File: src/rtl/bcd2bin.sv
// bcd2bin: converts a 5-digit packed BCD value into a 16-bit binary operand
//   using reverse double dabble (shift right, then subtract 3 from any digit >= 8).
// Ports:
//   clock, reset    : posedge clock, synchronous active-high reset (wins over all inputs)
//   start, bcd      : start launches a conversion from IDLE; bcd is captured on that edge
//   bin             : result register; holds until the next completed conversion
//   busy, done      : busy while shifting/adjusting; done pulses one cycle when results are valid
//   overflow, error : input value > 65535 (bin = value mod 65536) / an input digit > 9 (bin = 0)
// Latency: 91 cycles from the start edge to done for valid input; 1 cycle for error input.
// Backpressure: none. start is ignored while busy or during the done cycle and is not queued.

module bcd2bin (
  input  logic        clock,
  input  logic        reset,
  input  logic        start,
  input  logic [19:0] bcd,
  output logic [15:0] bin,
  output logic        busy,
  output logic        done,
  output logic        overflow,
  output logic        error
);

  localparam logic [1:0] ST_IDLE   = 2'd0;
  localparam logic [1:0] ST_SHIFT  = 2'd1;
  localparam logic [1:0] ST_ADJUST = 2'd2;
  localparam logic [1:0] ST_DONE   = 2'd3;

  logic [1:0]  state_q, state_d;
  logic [19:0] wbcd_q,  wbcd_d;   // working BCD, drained one bit per shift
  logic [15:0] wbin_q,  wbin_d;   // working binary, filled from the top
  logic [3:0]  cnt_q,   cnt_d;    // shift count
  logic [2:0]  dig_q,   dig_d;    // digit index during ADJUST
  logic [15:0] bin_q,   bin_d;
  logic        ovf_q,   ovf_d;
  logic        err_q,   err_d;

  logic        in_bad;

  // Any nibble of the incoming word above 9 makes the input invalid.
  always_comb begin
    in_bad = 1'b0;
    for (int k = 0; k < 5; k++) begin
      if (bcd[4*k +: 4] > 4'd9) in_bad = 1'b1;
    end
  end

  always_comb begin
    state_d = state_q;
    wbcd_d  = wbcd_q;
    wbin_d  = wbin_q;
    cnt_d   = cnt_q;
    dig_d   = dig_q;
    bin_d   = bin_q;
    ovf_d   = ovf_q;
    err_d   = err_q;

    case (state_q)
      ST_IDLE: begin
        if (start) begin
          wbcd_d = bcd;
          wbin_d = 16'd0;
          cnt_d  = 4'd0;
          dig_d  = 3'd0;
          ovf_d  = 1'b0;
          err_d  = 1'b0;
          if (in_bad) begin
            err_d   = 1'b1;
            bin_d   = 16'd0;
            state_d = ST_DONE;
          end else begin
            state_d = ST_SHIFT;
          end
        end
      end

      ST_SHIFT: begin
        {wbcd_d, wbin_d} = {wbcd_q, wbin_q} >> 1;
        if (cnt_q == 4'd15) begin
          // Last shift: publish directly; whatever remains in the BCD
          // register is the part of the value above 16 bits.
          bin_d   = {wbcd_q[0], wbin_q[15:1]};
          ovf_d   = (wbcd_q[19:1] != 19'd0);
          state_d = ST_DONE;
        end else begin
          cnt_d   = cnt_q + 4'd1;
          dig_d   = 3'd0;
          state_d = ST_ADJUST;
        end
      end

      ST_ADJUST: begin
        // A digit >= 8 after a right shift received a 1 from the digit above,
        // worth 5 here rather than 8; subtracting 3 restores decimal weighting.
        // The subtract stays inside the nibble (no borrow across digits).
        for (int k = 0; k < 5; k++) begin
          if ((dig_q == 3'(k)) && (wbcd_q[4*k +: 4] >= 4'd8)) begin
            wbcd_d[4*k +: 4] = wbcd_q[4*k +: 4] - 4'd3;
          end
        end
        if (dig_q == 3'd4) begin
          state_d = ST_SHIFT;
        end else begin
          dig_d = dig_q + 3'd1;
        end
      end

      default: begin  // ST_DONE
        state_d = ST_IDLE;
      end
    endcase
  end

  always_ff @(posedge clock) begin
    if (reset) begin
      state_q <= ST_IDLE;
      wbcd_q  <= 20'd0;
      wbin_q  <= 16'd0;
      cnt_q   <= 4'd0;
      dig_q   <= 3'd0;
      bin_q   <= 16'd0;
      ovf_q   <= 1'b0;
      err_q   <= 1'b0;
    end else begin
      state_q <= state_d;
      wbcd_q  <= wbcd_d;
      wbin_q  <= wbin_d;
      cnt_q   <= cnt_d;
      dig_q   <= dig_d;
      bin_q   <= bin_d;
      ovf_q   <= ovf_d;
      err_q   <= err_d;
    end
  end

  // Status is decoded from the state register only, so no input reaches
  // these outputs combinationally.
  assign busy     = (state_q == ST_SHIFT) || (state_q == ST_ADJUST);
  assign done     = (state_q == ST_DONE);
  assign bin      = bin_q;
  assign overflow = ovf_q;
  assign error    = err_q;

endmodule

File: config.mk
export PLATFORM = sky130hd
export DESIGN_NAME = bcd2bin
export DESIGN_NICKNAME = d
export VERILOG_FILES = /design/src/rtl/bcd2bin.sv
export SDC_FILE = /design/constraint.sdc
export NUM_CORES = 1
export LEC_CHECK = 0
export CORE_ASPECT_RATIO = 0.6
export CORE_MARGIN = 8
export CORE_UTILIZATION = 35
export CTS_BUF_LIST = sky130_fd_sc_hd__clkbuf_4 sky130_fd_sc_hd__clkbuf_8
export DETAILED_ROUTE_END_ITERATION = 12
export PLACE_DENSITY = 0.55
export SLEW_MARGIN = 20
export SYNTH_ARGS = -nofsm -noshare
export SYNTH_HDL_FRONTEND = slang
export SYNTH_SLANG_ARGS = --single-unit
File: constraint.sdc
create_clock -name clock -period 2.4 [get_ports clock]
set_input_delay 0.6 -clock clock [delete_from_list [all_inputs] [get_ports clock]]
set_output_delay 0.6 -clock clock [all_outputs]
set_load 0.05 [all_outputs]
==> results_dict.tcl, run 1 <==
set metrics [dict create \
    status "finished clean" \
    holdBufCountCts 0 \
    synth_top_area_share_pct 37.31 \
    final_area_um2 4158 \
    worst_path_max_delay_cell "ha_1" \
    syn_to_final_growth_pct 24.97 \
    ys_seq_area_share_pct 37.31 \
    pwr-share-seq_pct 31.7 \
    grt_overflow 0 \
    grt_max_degree 45 \
    coreArea_um2 9223 \
    clockRootBuffer "clkbuf_8" \
    numCtsBuffers 9 \
    grt_pass1_wl_um 15810 \
    rows 27 \
    netlist_area_um2 3327 \
    antenna_cells 0 \
    tns_ns 0 \
    drtPass1Iterations 4 \
    grt_pass1_vias 3068 \
    antenna_found_initial 0 \
    hold_viol 0 \
    cts_tree "built" \
    synth_area_leader_cell "dfxtp_1" \
    placed_area_um2 3955 \
    startpoint_type "flip-flop" \
    worstSetupPathType "reg -> out" \
    power.leakage_nw 1.548 \
    grt_use_met1_pct 21.87 \
    finalSetupViolCount 0 \
    synth_nets 434 \
    drt_iter0_drc 241 \
    fin_skew_ns 0.006302 \
    routed_wl_um 9368 \
    fmax_ghz 0.4336 \
    p_int_mw 2.717 \
    worstSkewPairLatency_ns 0.35 \
    min_period_over_period_pct 96.09 \
    cp_slowest_stage_delay_ns 0.64 \
    power.density_nw_per_um2 1162 \
    arrival_ns 1.71 \
    wire_per_inst_um 16.44 \
    cp_num_buf_inv 2 \
    initial_utilization_pct 36.07 \
    antenna_left 0 \
    p_switching_mw 2.115 \
    swShare_pct 43.77 \
    syn_avg_cell_area_um2 8.509 \
    drv_slew 0 \
    postCtsSetupBuffers 0 \
    hold_class "reg -> reg" \
    vias 3004 \
    power_frac_clock_pct 19.2 \
    endpoint_kind "output pin" \
    gp_congestion 0.7840 \
    synth_edf_count 0 \
    critPathMaxFanout 12 \
    slew-limit-headroom_pct 61.35 \
    clk_path_buf_depth 2 \
    die_w_um 141.9 \
    layout-drive-gt1-share_pct 10.45 \
    nets 478 \
    vdd_drop_max_v 0.0006156 \
    die_h_um 91.52 \
    ys_types 45 \
    critPathTopFamily "adder cells" \
    clock_sinks 62 \
    grtUsageTotal_pct 15.24 \
    ys.flop_type "dfxtp_1" \
    combPwrFrac_pct 49.2 \
    io_buffers 42 \
    grt_use_met2_pct 20.06 \
    drv_cap 0 \
    yosysWarningCount 0 \
    h-tree-depth 3 \
    path_cells "inv_1, ha_1, buf_12" \
    remaining_drc_errors 0 \
    async_reset_ff_share_pct 0 \
    min_period_ns 2.306 \
    use_met3_pct 5.956 \
    hpwl_um 6755 \
    io_pins 43 \
    dieArea_um2 12980 \
    rsz0062_at_grt "no" \
    synth.area.top_cells "dfxtp_1 (37%), ha_1 (7.5%), mux2i_1 (5.1%), nor2_1 (4.5%), a22oi_1 (4.3%)" \
    worstMarginPinSlew_ns 0.5798 \
    clk_pin_slew_ns 0.08 \
    busiest_layer "met1" \
    critPathRequiredTime_ns 1.80 \
    syn_inst 391 \
    viasPerCell 5.270 \
    ys_seq_elements 62 \
]
what timing repair did:
| item | in CTS | in global routing |
|---|---|---|
| endpoints found under the setup margin | 0 | 1 |
| resized for setup | 0 | 1 |
| endpoints found under the hold margin | 0 | 0 |
worst paths after layout:
kind | from | to | slack [ns] | cells past startpoint
setup reg to reg | state_q[0] | wbcd_q[15] | 0.20 | 5
hold reg to reg | bin[1] | bin[1] | 0.46 | 2
setup / recovery | state_q[0] | busy | 0.09 | 3
hold / removal | bin[1] | bin[1] | 0.46 | 2
flip-flops by register name (all words and copies together), names as in the netlist:
| name | cells |
|---|---|
| overflow | 1 |
| wbin_q | 15 |
| dig_q | 3 |
| wbcd_q | 20 |
| bin | 16 |
| cnt_q | 4 |
| state_q | 2 |
| error | 1 |
worst min-delay path, delay by kind of cell (launching register included):
family           cells  cell delay (ns)
DFF                  1             0.31
muxes                1             0.05
and+or+nand+nor      1             0.05
synth_stat cells (2+ instances only):
cell / count
buf_2: 5
and2_1: 2
clkinv_1: 2
a32o_1: 9
a22oi_1: 19
a221oi_1: 6
nand2b_1: 9
and3_1: 2
nor3_1: 9
nor2_1: 40
nand3b_1: 4
a21oi_1: 28
or3_1: 3
nand4_1: 5
buf_6: 2
mux2i_1: 17
a211oi_2: 4
a21bo_2: 3
a31oi_1: 4
nand3_1: 17
xnor2_1: 8
a211oi_1: 3
o211ai_1: 4
ha_1: 20
nand2_1: 24
o21ai_0: 13
nor4_1: 4
clkbuf_1: 20
o32ai_1: 3
inv_1: 25
dfxtp_1: 62
a2111oi_0: 2
logic make-up after synthesis:
family	count (synthesis)	share of synthesized area, %
multiplexers	17	5.115
AO/OA/AOI/OAI	108	23.54
flip-flops	62	37.31
buffers and inverters	54	6.732
AND/OR/NAND/NOR	122	17.68
XOR/XNOR	8	2.106
adder cells (fa/ha/maj)	20	7.522
area by class of cell:
cell class	instances	area, µm²
sequential	62	1241
tap	130	162.7
multi-input combinational	275	1862
clock inverter	7	75.07
timing repair buffer	60	588.1
fill	887	5065
clock buffer	9	123.9
inverter	27	105.1
per-layer routing:
layer / wire length (µm) / vias to the layer above
met5: 0 / -
met4: 78 / 0
met3: 760 / 6
met2: 3537 / 99
met1: 4992 / 1405
li1: - / 1494
cell usage in the layout (no fill, tap or decap), types with 2 or more instances in the layout:
cell             count
nand3b_1             4
a211oi_1             3
a22oi_1             19
dfxtp_1             62
or3_1                3
o21ai_0             13
nand3_1             17
o211ai_1             4
clkbuf_8             9
nand4_1              5
ha_1                20
nor4_1               4
inv_1               25
clkinv_2             2
a21bo_2              3
and2_1               2
nor3_1               9
nor2_1              40
nand2b_1             9
a211oi_2             4
a32o_1               9
clkdlybuf4s50_1     40
xnor2_1              8
mux2i_1             17
clkinv_4             4
a31oi_1              4
o32ai_1              3
a21oi_1             28
a2111oi_0            2
a221oi_1             6
nand2_1             24
buf_12               3
buf_4               17
and3_1               2
per-stage QoR:
step / setup WS, ns / power [mW] / cells / utilization (%) / hold WS, ns
global route: 0.02209 / 5.207 / 570 / 45.08 / 0.4849
detailed placement: -0.01199 / 3.886 / 554 / 42.88 / 0.4562
finish: 0.09386 / 4.832 / 570 / 45.08 / 0.4637
CTS: 0.1309 / 4.840 / 570 / 45.04 / 0.4682
global placement: 0.02607 / 3.847 / 554 / 42.88 / 0.4496
floorplan: 0.3392 / 3.140 / 391 / - / 0.4423
power by group through the flow:
stage               Clock, mW  Combinational [mW]  Sequential (mW)
floorplan                   0                1.69             1.45
global placement            0                2.31             1.54
detailed placement          0                2.34             1.55
CTS                     0.959                2.36             1.53
global route             1.01                2.63             1.57
finish                  0.926                2.38             1.53
(Power assumes the default switching activity.)
==> run 2: changes to the inputs <==
Settings changed: CORE_ASPECT_RATIO 0.6 to default, MAX_ROUTING_LAYER from default to met4.
==> run 2 against run 1 <==
Critical path depth stayed put; first-iteration DRC count is 61% lower; count of clock-buffer cells in the layout unchanged; critical endpoint unchanged.
==> results_dict.tcl, run 2 (same netlist as run 1, synthesis figures left out) <==
set metrics [dict create \
    status "finished clean" \
    vias 2962 \
    grtUsageTotal_pct 14.22 \
    hold_class "reg -> reg" \
    grt_pass1_vias 2856 \
    rsz0062_at_grt "no" \
    whs_ns 0.4610 \
    vdd_drop_max_v 0.0004981 \
    dp_slack_ns 0.05442 \
    die_h_um 113.5 \
    hold_viol 0 \
    mostFrequentLayoutCells "dfxtp_1 (62), nor2_1 (40), clkdlybuf4s50_1 (40), a21oi_1 (28), inv_1 (25)" \
    nets 474 \
    clock_sinks 62 \
    antenna_left 0 \
    grt_overflow 0 \
    finalWorstSetupSlack_ns 0.1840 \
    tns_ns 0 \
    worstSetupPathType "reg -> out" \
    multi_input_area_um2 1862 \
    dieArea_um2 12880 \
    regMostFlops "wbcd_q" \
    clockRootBuffer "clkbuf_8" \
    io_pins 43 \
    die_w_um 113.5 \
    antenna_found_initial 0 \
    cp_slowest_stage_delay_ns 0.57 \
    finalSetupViolCount 0 \
    worstMarginPinSlew_ns 0.5270 \
    layout_commonest_cell "dfxtp_1" \
    n_fill_cell 948 \
    min_period_over_period_pct 92.34 \
    syn_to_final_growth_pct 24.97 \
    postCtsSetupBuffers 0 \
    cts_tree "built" \
    startpoint_type "flip-flop" \
    initial_utilization_pct 36.01 \
    critPathMaxFanout 9 \
    worst_path_max_delay_cell "ha_1" \
    io_buffers 42 \
    rows 35 \
    drt_iter0_drc 95 \
    largest_reg_flops 20 \
    fin_skew_ns 0.01193 \
    drv_slew 0 \
    path_cells "inv_1, ha_1, buf_12" \
    arrival_ns 1.62 \
    power.leakage_nw 1.534 \
    coreArea_um2 9240 \
    utilization_pct 45.00 \
    hpwl_um 6028 \
    worstSkewPairLatency_ns 0.35 \
    critPathRequiredTime_ns 1.80 \
    critPathTopFamily "adder cells" \
    fmax_ghz 0.4513 \
    seq_area_um2 1241 \
    slew-limit-headroom_pct 64.86 \
    power.density_nw_per_um2 1155 \
    h-tree-depth 3 \
    cts.repair.resized 0 \
    drtPass1Iterations 4 \
    numCtsBuffers 9 \
    gp_congestion 0.7788 \
    drv_cap 0 \
    cp_num_buf_inv 2 \
    clk_path_buf_depth 2 \
    grt_pass1_wl_um 14480 \
    endpoint_kind "output pin" \
    holdBufCountCts 0 \
    grt_max_degree 45 \
    remaining_drc_errors 0 \
    viasPerCell 5.242 \
    antenna_cells 0 \
    clk_pin_slew_ns 0.08 \
    layout-drive-gt1-share_pct 9.404 \
    routed_wl_um 8790 \
    wire_per_inst_um 15.56 \
    min_period_ns 2.216 \
]
[run 2: stage by stage]
stage,cells,area [µm²],total power [mW]
finish,565,4158,4.801
global route,565,4158,5.160
CTS,565,4158,4.850
detailed placement,549,3961,3.897
global placement,549,3961,3.854
floorplan,391,3327,3.140
[run 2: worst paths after layout]
path / start / to / slack (ns) / depth (start not counted)
max reg2reg: state_q[0] / wbcd_q[15] / 0.28 / 5
min: bin[4] / bin[4] / 0.46 / 2
min reg2reg: bin[4] / bin[4] / 0.46 / 2
max: state_q[0] / busy / 0.18 / 3
[run 2: final cells by class]
cell class,instances,share of cell area [%]
Clock inverter,7,1.745
Tap cell,129,3.882
Timing Repair Buffer,56,14.32
Inverter,27,2.438
Sequential cell,62,29.85
Clock buffer,9,2.979
Multi-Input combinational cell,275,44.78
[run 2: worst register-to-register path, delay by kind of cell, from the launching register on]
family / cells / cell delay [ns]
adders and majority gates: 1 / 0.57
AOI/OAI and AO/OA: 2 / 0.56
buffers and inverters: 2 / 0.47
DFF: 1 / 0.39
[run 2: metal layers]
layer / global-route usage, % / routed length (µm) / share of wire [%] / vias up
met1: 17.51 / 4084 / 46 / 1417
li1: - / - / - / 1486
met2: 21.97 / 4136 / 47 / 49
met4: 5.861 / 76 / 0.86 / 0
met5: - / 0 / 0 / -
met3: 3.275 / 492 / 5.6 / 10
[run 2: where the power goes]
| group | leakage, nW | internal, mW | switching, mW |
|---|---|---|---|
| Clock | 0.0956 | 0.481 | 0.467 |
| Sequential | 0.504 | 1.22 | 0.291 |
| Combinational | 0.934 | 1.03 | 1.31 |
==> run 3: changes to the inputs <==
Settings changed: HOLD_SLACK_MARGIN from default to 0.08.
==> results of run 3 <==
Final layout, timing and power as in run 2 (identical DEF).
